## src/rtl/axi4lite_pkg.sv

```systemverilog
// Shared types for the AXI4-Lite memory front-end: response codes,
// controller state encoding and the read/write arbitration token.
package axi4lite_pkg;

  typedef enum logic [1:0] {
    OKAY   = 2'b00,
    EXOKAY = 2'b01,
    SLVERR = 2'b10,
    DECERR = 2'b11
  } resp_t;

  typedef enum logic [2:0] {
    IDLE    = 3'd0,
    WR_EXEC = 3'd1,
    WR_RESP = 3'd2,
    RD_MEM  = 3'd3,
    RD_CAP  = 3'd4,
    RD_RESP = 3'd5
  } ctrl_state_t;

  typedef enum logic {
    READ  = 1'b0,
    WRITE = 1'b1
  } grant_t;

endpackage

```

## src/rtl/axi4lite_mem_ctrl.sv

```systemverilog
// AXI4-Lite slave in front of a single-port word memory (registered read,
// write priority). One transaction in flight; reads and writes alternate
// on contention. Partial-strobe writes and out-of-range addresses are
// answered with an error response and never touch the memory.
module axi4lite_mem_ctrl
  import axi4lite_pkg::*;
#(
  parameter int ADDR_WIDTH     = 6,
  parameter int DATA_WIDTH     = 32,
  parameter int AXI_ADDR_WIDTH = 10
) (
  input  logic                      CLK,
  input  logic                      RSTn,
  input  logic [AXI_ADDR_WIDTH-1:0] AWADDR,
  input  logic                      AWVALID,
  output logic                      AWREADY,
  input  logic [DATA_WIDTH-1:0]     WDATA,
  input  logic [DATA_WIDTH/8-1:0]   WSTRB,
  input  logic                      WVALID,
  output logic                      WREADY,
  output logic [1:0]                BRESP,
  output logic                      BVALID,
  input  logic                      BREADY,
  input  logic [AXI_ADDR_WIDTH-1:0] ARADDR,
  input  logic                      ARVALID,
  output logic                      ARREADY,
  output logic [DATA_WIDTH-1:0]     RDATA,
  output logic [1:0]                RRESP,
  output logic                      RVALID,
  input  logic                      RREADY,
  output logic [ADDR_WIDTH-1:0]     mem_addr,
  output logic [DATA_WIDTH-1:0]     mem_wr_data,
  output logic                      mem_wr_en,
  input  logic [DATA_WIDTH-1:0]     mem_rd_data
);

  // Any address bit above the word-address field selects nothing.
  function automatic logic addr_oor(input logic [AXI_ADDR_WIDTH-1:0] a);
    return (a >> (ADDR_WIDTH + 2)) != '0;
  endfunction

  // Byte address to word index; the two byte-lane bits are dropped.
  function automatic logic [ADDR_WIDTH-1:0] word_of(input logic [AXI_ADDR_WIDTH-1:0] a);
    return ADDR_WIDTH'(a >> 2);
  endfunction

  ctrl_state_t           state_q;
  grant_t                last_grant_q;
  logic                  aw_held_q, w_held_q;
  logic [ADDR_WIDTH-1:0] aw_word_q;
  logic                  aw_oor_q;
  logic [DATA_WIDTH-1:0] wdata_q;
  logic                  wstrb_full_q;
  resp_t                 bresp_q, rresp_q;
  logic                  bvalid_q, rvalid_q;
  logic [DATA_WIDTH-1:0] rdata_q;
  logic [ADDR_WIDTH-1:0] mem_addr_q;
  logic [DATA_WIDTH-1:0] mem_wr_data_q;
  logic                  mem_wr_en_q;

  logic                  in_idle, held, wr_req, wr_grant, rd_grant;
  logic                  aw_fire, w_fire, ar_fire, wr_done;
  logic                  cur_oor, cur_full;
  logic [ADDR_WIDTH-1:0] cur_word;
  logic [DATA_WIDTH-1:0] cur_wdata;

  // Arbitration: a half-accepted write owns the bus; on a fresh tie the
  // side that did not win last time goes first.
  always_comb begin
    held     = aw_held_q | w_held_q;
    wr_req   = AWVALID | WVALID;
    wr_grant = 1'b0;
    rd_grant = 1'b0;
    if (held) begin
      wr_grant = 1'b1;
    end else if (ARVALID && wr_req) begin
      rd_grant = (last_grant_q == WRITE);
      wr_grant = (last_grant_q == READ);
    end else begin
      rd_grant = ARVALID;
      wr_grant = wr_req;
    end
  end

  assign in_idle = (state_q == IDLE);
  assign AWREADY = in_idle && !aw_held_q && wr_grant;
  assign WREADY  = in_idle && !w_held_q && wr_grant;
  assign ARREADY = in_idle && rd_grant;

  assign aw_fire = AWVALID && AWREADY;
  assign w_fire  = WVALID && WREADY;
  assign ar_fire = ARVALID && ARREADY;
  assign wr_done = in_idle && (aw_held_q || aw_fire) && (w_held_q || w_fire);

  // Write halves arriving this cycle bypass their holding registers.
  assign cur_oor   = aw_held_q ? aw_oor_q     : addr_oor(AWADDR);
  assign cur_word  = aw_held_q ? aw_word_q    : word_of(AWADDR);
  assign cur_full  = w_held_q  ? wstrb_full_q : (&WSTRB);
  assign cur_wdata = w_held_q  ? wdata_q      : WDATA;

  // Controller FSM with all AXI response and memory outputs registered.
  always_ff @(posedge CLK or negedge RSTn) begin
    if (!RSTn) begin
      state_q       <= IDLE;
      last_grant_q  <= WRITE;
      aw_held_q     <= 1'b0;
      w_held_q      <= 1'b0;
      aw_word_q     <= '0;
      aw_oor_q      <= 1'b0;
      wdata_q       <= '0;
      wstrb_full_q  <= 1'b0;
      bresp_q       <= OKAY;
      rresp_q       <= OKAY;
      bvalid_q      <= 1'b0;
      rvalid_q      <= 1'b0;
      rdata_q       <= '0;
      mem_addr_q    <= '0;
      mem_wr_data_q <= '0;
      mem_wr_en_q   <= 1'b0;
    end else begin
      unique case (state_q)
        IDLE: begin
          if (aw_fire) begin
            aw_held_q <= 1'b1;
            aw_word_q <= word_of(AWADDR);
            aw_oor_q  <= addr_oor(AWADDR);
          end
          if (w_fire) begin
            w_held_q     <= 1'b1;
            wdata_q      <= WDATA;
            wstrb_full_q <= &WSTRB;
          end
          if (wr_done) begin
            if (cur_oor) begin
              bresp_q  <= DECERR;
              bvalid_q <= 1'b1;
              state_q  <= WR_RESP;
            end else if (!cur_full) begin
              bresp_q  <= SLVERR;
              bvalid_q <= 1'b1;
              state_q  <= WR_RESP;
            end else begin
              mem_addr_q    <= cur_word;
              mem_wr_data_q <= cur_wdata;
              mem_wr_en_q   <= 1'b1;
              state_q       <= WR_EXEC;
            end
          end else if (ar_fire) begin
            if (addr_oor(ARADDR)) begin
              rdata_q  <= '0;
              rresp_q  <= DECERR;
              rvalid_q <= 1'b1;
              state_q  <= RD_RESP;
            end else begin
              mem_addr_q <= word_of(ARADDR);
              state_q    <= RD_MEM;
            end
          end
        end
        WR_EXEC: begin
          mem_wr_en_q <= 1'b0;
          bresp_q     <= OKAY;
          bvalid_q    <= 1'b1;
          state_q     <= WR_RESP;
        end
        WR_RESP: begin
          if (BREADY) begin
            bvalid_q     <= 1'b0;
            aw_held_q    <= 1'b0;
            w_held_q     <= 1'b0;
            last_grant_q <= WRITE;
            state_q      <= IDLE;
          end
        end
        RD_MEM: begin
          state_q <= RD_CAP;
        end
        RD_CAP: begin
          rdata_q  <= mem_rd_data;
          rresp_q  <= OKAY;
          rvalid_q <= 1'b1;
          state_q  <= RD_RESP;
        end
        RD_RESP: begin
          if (RREADY) begin
            rvalid_q     <= 1'b0;
            last_grant_q <= READ;
            state_q      <= IDLE;
          end
        end
        default: state_q <= IDLE;
      endcase
    end
  end

  assign BRESP       = bresp_q;
  assign BVALID      = bvalid_q;
  assign RRESP       = rresp_q;
  assign RVALID      = rvalid_q;
  assign RDATA       = rdata_q;
  assign mem_addr    = mem_addr_q;
  assign mem_wr_data = mem_wr_data_q;
  assign mem_wr_en   = mem_wr_en_q;

endmodule

```

## config.mk

```make
export PLATFORM = sky130hd
export DESIGN_NAME = axi4lite_mem_ctrl
export DESIGN_NICKNAME = d
export VERILOG_FILES = /design/src/rtl/axi4lite_pkg.sv /design/src/rtl/axi4lite_mem_ctrl.sv
export SDC_FILE = /design/constraint.sdc
export NUM_CORES = 1
export LEC_CHECK = 0
export CAP_MARGIN = 20
export CORE_ASPECT_RATIO = 0.8
export CORE_UTILIZATION = 46
export CTS_CLUSTER_DIAMETER = 200
export DETAILED_ROUTE_END_ITERATION = 7
export DONT_BUFFER_PORTS = 1
export PLACE_DENSITY = 0.67
export SKIP_CTS_REPAIR_TIMING = 1
export SLEW_MARGIN = 5
export SYNTH_ARGS = -nofsm -noshare
export SYNTH_HDL_FRONTEND = slang
export SYNTH_SLANG_ARGS = --single-unit
```

## constraint.sdc

```tcl
create_clock -name CLK -period 2.7 [get_ports CLK]
set_input_delay 0.54 -clock CLK [delete_from_list [all_inputs] [get_ports CLK]]
set_output_delay 0.54 -clock CLK [all_outputs]
set_load 0.05 [all_outputs]
```

==> impl_metrics.py, run 1 <==
metrics = {
    "run_status": {
        "run_status": "finished, violations left",
        "failing_checks": "hold timing",
    },
    "power_and_ir_drop": {
        "p_sw_share_pct": 45.8,
        "p_comb_share_pct": 24.0,
        "power.share.clock_pct": 23.9,
        "power_per_cell_area_nw_per_um2": 1640,
        "p_seq_share_pct": 52.1,
        "leakagePower_nw": 2.72,
        "vdd.ir_drop.worst_uv": 874,
        "switchingPower_mw": 4.54,
        "p_int_mw": 5.37,
    },
    "floorplanning": {
        "die_width_um": 122,
        "floorplan.die.height_um": 97.7,
        "die-area_um2": 11900,
        "initial_utilization_pct": 47.8,
        "pin_count": 175,
        "placementRows": 34,
        "core_region_area_um2": 11000,
    },
    "critical_path": {
        "worst_r2r_path_depth": 4,
        "timing.critical_path.fanout_max": 8,
        "worstReg2RegStart": "state_q[0]",
        "required_arrival_time_at_the_worst_endpoint_ns": 2.16,
        "timing.critical_path.slowest_cell_delay_ns": 0.46,
        "crit_path_top_delay_cell": "dfrtp_2",
        "critical_path_arrival_ns": 2.02,
        "worst_setup_path_start_kind": "register",
        "critical_path_class": "reg -> out",
        "r2r-end": "mem_wr_data[7]",
        "crit_chain": "nor2_1 > and3_1 > and2_1 > buf_4",
        "worst_setup_path_end_kind": "output port",
        "r2r_setup_slack_ns": 0.45,
    },
    "yosys": {
        "number_of_instances_in_the_synthesized_netlist": 417,
        "number_of_distinct_library_cells_after_synthesis": 45,
        "syn_avg_cell_area_um2": 12.6,
        "syn-num-nets": 512,
        "synth-seq-cells": 122,
        "synth.yosys.warnings": 0,
        "seq_area_frac_synth_pct": 58.0,
        "synthesis.area_um2": 5260,
    },
    "layout": {
        "synthToLayoutAreaGrowth_pct": 14.7,
        "stdcell_count": 575,
        "num-fill-cells": 912,
        "antenna_cells": 0,
        "ratio_of_cells_with_drive_above_1_in_the_final_layout_pct": 25.3,
        "finalNetCount": 513,
    },
    "routing": {
        "final_antenna_net_count": 0,
        "detail_route.iter0.violations": 151,
        "firstDrtPassIters": 4,
        "drt_drc_violations_left": 0,
        "via_count": 3339,
        "wire_per_inst_um": 20.3,
        "routed_wirelength_mm": 11.7,
        "routed_via_density": 5.81,
    },
    "timing": {
        "hold_viol_final": 121,
        "maximum_frequency_from_static_timing_analysis_mhz": 391,
        "finalSetupViolCount": 0,
        "final_max_slew_viol_count": 0,
        "min_period_over_period_pct": 94.7,
        "fin_setup_tns_ns": 0,
        "clock_skew_ns": 0.0132,
        "final.min_clock_period_ns": 2.56,
        "tightest_slew_ns": 0.935,
        "timing.max_slew.rel_slack_pct": 37.7,
        "hold_slack_ns": -0.169,
        "rsz0062_at_grt": "no",
    },
    "placed_design": {
        "numPlacedInstances": 543,
        "port-buffer-count": 0,
        "place_hpwl_mm": 7.50,
        "gpl.final_weighted_congestion": 0.792,
    },
    "hold_path": {
        "min_path_type": "in -> async",
    },
    "clock_tree": {
        "cts-htree-levels": 4,
        "root_buffer": "clkbuf_16",
        "cts_tree": "done",
        "clkSlewWorstSetupHoldPaths_ns": 0.05,
        "clock-sinks": 122,
        "total_clock_buffers_created_by_cts": 17,
        "cts_buffer_depth": 2,
        "worst_skew_pair.late_latency_ns": 0.41,
    },
    "job": {
        "drv.max_cap_violation_count": 0,
    },
    "global_route": {
        "grt_pass1_vias": 3431,
        "antenna_found_initial": 0,
        "largest_net_degree_at_the_start_of_global_routing": 123,
        "groute.usage.overall_pct": 20.7,
        "grt_remaining_overflow": 0,
        "grt_pass1_wl_mm": 18.2,
    },
}
## state kept, by name, indices dropped and copies added (netlist names), 2 cells and up
signal and cells:
state_q 3, BRESP 2, mem_addr 6, aw_word_q 6, RDATA 32, mem_wr_data 32, wdata_q 32
## layer usage
| layer | vias to the layer above | part of all wire (%) | global-route usage (%) |
|---|---|---|---|
| met3 | 11 | 9.0 | 9.98 |
| met2 | 154 | 47 | 31.5 |
| met1 | 1636 | 43 | 25.4 |
| met4 | 0 | 1.0 | 7.50 |
| met5 | - | 0 | 0 |
| li1 | 1538 | - | - |
## stage by stage
stage / total power [mW] / hold slack [ns] / cell area (um^2) / util (%) / setup WS [ns]
finish: 9.91 / -0.169 / 6040 / 54.8 / 0.144
detailed placement: 7.58 / 0.247 / 5410 / 49.1 / 0.507
floorplan: 6.96 / 0.244 / 5260 / - / 0.579
global route: 10.4 / -0.210 / 6040 / 54.8 / 0.0269
global placement: 7.43 / 0.247 / 5410 / 49.1 / 0.548
CTS: 9.97 / -0.192 / 6040 / 54.8 / 0.135
## power groups by stage
stage / Sequential (mW) / Combinational [mW] / Clock [mW]
2_1_floorplan: 4.93 / 2.04 / 0
3_3_place_gp: 5.17 / 2.27 / 0
3_5_place_dp: 5.19 / 2.38 / 0
4_1_cts: 5.17 / 2.39 / 2.41
5_1_grt: 5.28 / 2.62 / 2.53
6_report: 5.16 / 2.38 / 2.37
## cells in the mapped netlist (all sizes together)
library cell	count	area, um^2
nor2b	1	6.26
dfstp	1	26.3
nand3	1	5.00
nand4	2	12.5
o21ai	71	355
or3	1	11.3
a21oi	5	25.0
and2	2	12.5
a31oi	1	6.26
clkbuf	17	65.1
a32o	1	21.3
o22ai	2	12.5
mux2i	33	330
and4	1	8.76
o211ai	3	22.5
mux2	56	631
or2	1	6.26
and4b	1	10.0
inv	3	11.3
dfrtp	121	3030
nand2	19	78.8
o21bai	2	15.0
nor2	11	41.3
buf	12	82.6
a22oi	2	15.0
a31o	1	8.76
and3	1	6.26
a41o	1	10.0
o2bb2ai	1	8.76
a211o	1	8.76
nand2b	2	12.5
a211oi	3	35.0
a2bb2oi	1	8.76
a22o	32	280
nor3	2	21.3
o2111ai	2	23.8
## area by class of cell
class                      instances  area, um^2  area share, %
clock buffer                      18         429           7.11
clock inverter                    14         199           3.30
inverter                           3        11.3          0.187
multi-input combinational        263        2070           34.2
sequential                       122        3060           50.6
tap                              144         180           2.99
timing repair buffer              11        95.1           1.58
## logic make-up after synthesis
| family | count (synthesis) | synth area share, % |
|---|---|---|
| buffers and inverters | 32 | 3.02 |
| DFF | 122 | 58.0 |
| AOI/OAI and AO/OA | 129 | 16.3 |
| and+or+nand+nor | 45 | 4.42 |
| muxes | 89 | 18.3 |
## critical path, delay by kind of cell (launching register included)
kind | cells | cell delay, ns
buffers and inverters | 1 | 0.20
and+or+nand+nor | 3 | 0.94
DFF | 1 | 0.46
## cells in the final DEF, fill, tap and decap left out, types with 3 or more instances in the layout
cell	netlist	final
nand2_1	18	18
mux2i_1	33	33
clkinv_4	0	5
o211ai_1	3	3
nor2_1	11	11
clkinvlp_4	0	4
inv_1	3	3
o21ai_1	19	18
buf_4	2	10
o21ai_0	52	52
bufinv_16	0	4
mux2_2	56	56
a21oi_1	5	5
dfrtp_1	121	120
a22o_1	32	32
clkbuf_16	0	17
## worst max-delay path by stage
stage | start | endpoint | cells after the start
2_1_floorplan | w_held_q | ARREADY | 4
3_3_place_gp | state_q[0] | mem_addr[1] | 4
3_5_place_dp | state_q[0] | mem_addr[2] | 4
4_1_cts | w_held_q | ARREADY | 4
5_1_grt | w_held_q | ARREADY | 4
6_report | w_held_q | ARREADY | 4
No activity file was read; power rests on OpenSTA's default activity.
==> run 2: changes to the inputs <==
- CORE_UTILIZATION: 46 -> 31
- PLACE_DENSITY: 0.67 -> unset
==> impl_metrics.py, run 2 (synthesis gave the netlist of run 1 again) <==
metrics = {
    "floorplanning": {
        "pin_count": 175,
        "die_width_um": 148,
        "floorplan.die.height_um": 119,
        "placementRows": 42,
        "initial_utilization_pct": 31.8,
        "core_region_area_um2": 16600,
        "die-area_um2": 17500,
    },
    "critical_path": {
        "timing.critical_path.fanout_max": 7,
        "worst_setup_path_end_kind": "output port",
        "timing.critical_path.slowest_cell_delay_ns": 0.47,
        "crit_chain": "nor2_2 > and3_1 > and2_1",
        "required_arrival_time_at_the_worst_endpoint_ns": 2.16,
        "crit_path_top_delay_cell": "and2_1",
        "critical_path_class": "reg -> out",
        "critical_path_arrival_ns": 1.90,
        "worst_setup_path_start_kind": "register",
    },
    "clock_tree": {
        "worst_skew_pair.late_latency_ns": 0.41,
        "clkSlewWorstSetupHoldPaths_ns": 0.06,
        "cts_tree": "done",
        "cts-htree-levels": 4,
        "total_clock_buffers_created_by_cts": 17,
        "clock-sinks": 122,
        "root_buffer": "clkbuf_16",
        "cts_buffer_depth": 2,
    },
    "layout": {
        "final_common_cell": "dfrtp_1",
        "synthToLayoutAreaGrowth_pct": 16.3,
        "multi_input_comb_area_um2": 2070,
        "final_core_utilization_pct": 37.0,
        "design_area_um2": 6120,
        "ratio_of_cells_with_drive_above_1_in_the_final_layout_pct": 25.5,
        "seqCellArea_um2": 3060,
        "antenna_cells": 0,
        "layout.cells.most_common_list": "dfrtp_1, mux2_2, o21ai_0, mux2i_1, a22o_1",
        "finalNetCount": 515,
        "num-fill-cells": 1587,
    },
    "global_route": {
        "groute.usage.overall_pct": 14.3,
        "grt_use_met2_pct": 22.1,
        "most_used_layer_global_route": "met2",
        "groute.layer.met1.usage_pct": 16.8,
        "grt_pass1_wl_mm": 19.1,
        "largest_net_degree_at_the_start_of_global_routing": 123,
        "grt_remaining_overflow": 0,
        "use_met3_pct": 7.26,
        "grt_pass1_vias": 3586,
        "antenna_found_initial": 0,
    },
    "timing": {
        "final.min_clock_period_ns": 2.44,
        "tightest_slew_ns": 0.943,
        "maximum_frequency_from_static_timing_analysis_mhz": 409,
        "clock_skew_ns": 0.0153,
        "fin_setup_tns_ns": 0,
        "finalSetupViolCount": 0,
        "rsz0062_at_grt": "no",
        "timing.max_slew.rel_slack_pct": 37.1,
        "final_max_slew_viol_count": 0,
        "hold_slack_ns": -0.173,
        "min_period_over_period_pct": 90.5,
        "hold_viol_final": 121,
    },
    "placed_design": {
        "port-buffer-count": 0,
        "gpl.final_weighted_congestion": 0.816,
        "place_hpwl_mm": 7.92,
        "area_of_placed_instances_um2": 5520,
    },
    "routing": {
        "routed_via_density": 5.24,
        "via_count": 3415,
        "drt_drc_violations_left": 0,
        "wire_per_inst_um": 18.4,
        "routed_wirelength_mm": 12.0,
        "detail_route.iter0.violations": 194,
        "final_antenna_net_count": 0,
        "firstDrtPassIters": 4,
    },
    "power_and_ir_drop": {
        "p_int_mw": 5.34,
        "leakagePower_nw": 2.73,
        "vdd.ir_drop.worst_uv": 536,
        "p_sw_share_pct": 45.7,
        "power_per_cell_area_nw_per_um2": 1610,
        "switchingPower_mw": 4.50,
        "p_comb_share_pct": 24.7,
        "power.share.clock_pct": 23.0,
        "p_seq_share_pct": 52.3,
    },
    "job": {
        "drv.max_cap_violation_count": 0,
    },
    "run_status": {
        "run_status": "finished, violations left",
        "failing_checks": "hold timing",
    },
    "hold_path": {
        "min_path_type": "in -> async",
    },
}
## run 2: cell types whose count changed in the layout (fill, tap and decap cells not counted)
cell | before | now
nor2_2 | 0 | 1
clkbuf_1 | 1 | 2
clkinv_2 | 1 | 2
clkinvlp_4 | 4 | 2
buf_4 | 10 | 12
clkinv_4 | 5 | 0
nor2_1 | 11 | 10
clkbuf_8 | 0 | 6
bufinv_16 | 4 | 2
## run 2: metrics by stage
stage	total power, mW	hold WS, ns	worst slack [ns]	instances
after global routing	10.3	-0.201	0.120	652
after CTS	9.93	-0.200	0.112	652
after floorplan	6.96	0.244	0.579	417
final	9.84	-0.173	0.256	652
after global placement	7.49	0.247	0.512	621
after detailed placement	7.63	0.247	0.463	621
## run 2: per-layer routing
metal	wire [um]	vias up	share of wire (%)
li1	-	1539	-
met1	5020	1729	42
met2	5730	131	48
met3	1100	16	9.2
met4	143	0	1.2
met5	0	-	0
## run 2: path summary, 6_finish.rpt
| check | from | endpoint | slack [ns] | cells past startpoint |
|---|---|---|---|---|
| min in group CLK | AWADDR[7] | aw_word_q[5] | 0.27 | 1 |
| hold / removal | RSTn | aw_held_q | -0.17 | 0 |
| setup reg to reg | state_q[0] | mem_addr[0] | 0.43 | 5 |
| hold reg to reg | wstrb_full_q | wstrb_full_q | 0.48 | 2 |
| setup / recovery | aw_held_q | ARREADY | 0.26 | 3 |
| max in group asynchronous | RSTn | last_grant_q | 2.66 | 0 |
## run 2: worst max-delay path, delay by kind of cell (launching register included)
kind / cells / cell delay, ns
AND/OR/NAND/NOR: 3 / 1.06
flip-flops: 1 / 0.43
## run 2: layout make-up
cell class / instances / area share [%]
Clock buffer: 25 / 8.42
Timing Repair Buffer: 13 / 1.80
Tap cell: 220 / 4.50
Clock inverter: 6 / 1.39
Multi-Input combinational cell: 263 / 33.8
Inverter: 3 / 0.184
Sequential cell: 122 / 49.9
## run 2: power by group through the flow
stage          Combinational (mW)  Clock, mW  Sequential [mW]
4_1_cts                      2.46       2.33             5.15
3_3_place_gp                 2.35          0             5.14
5_1_grt                      2.68       2.41             5.25
2_1_floorplan                2.04          0             4.93
6_report                     2.43       2.27             5.15
3_5_place_dp                 2.47          0             5.17
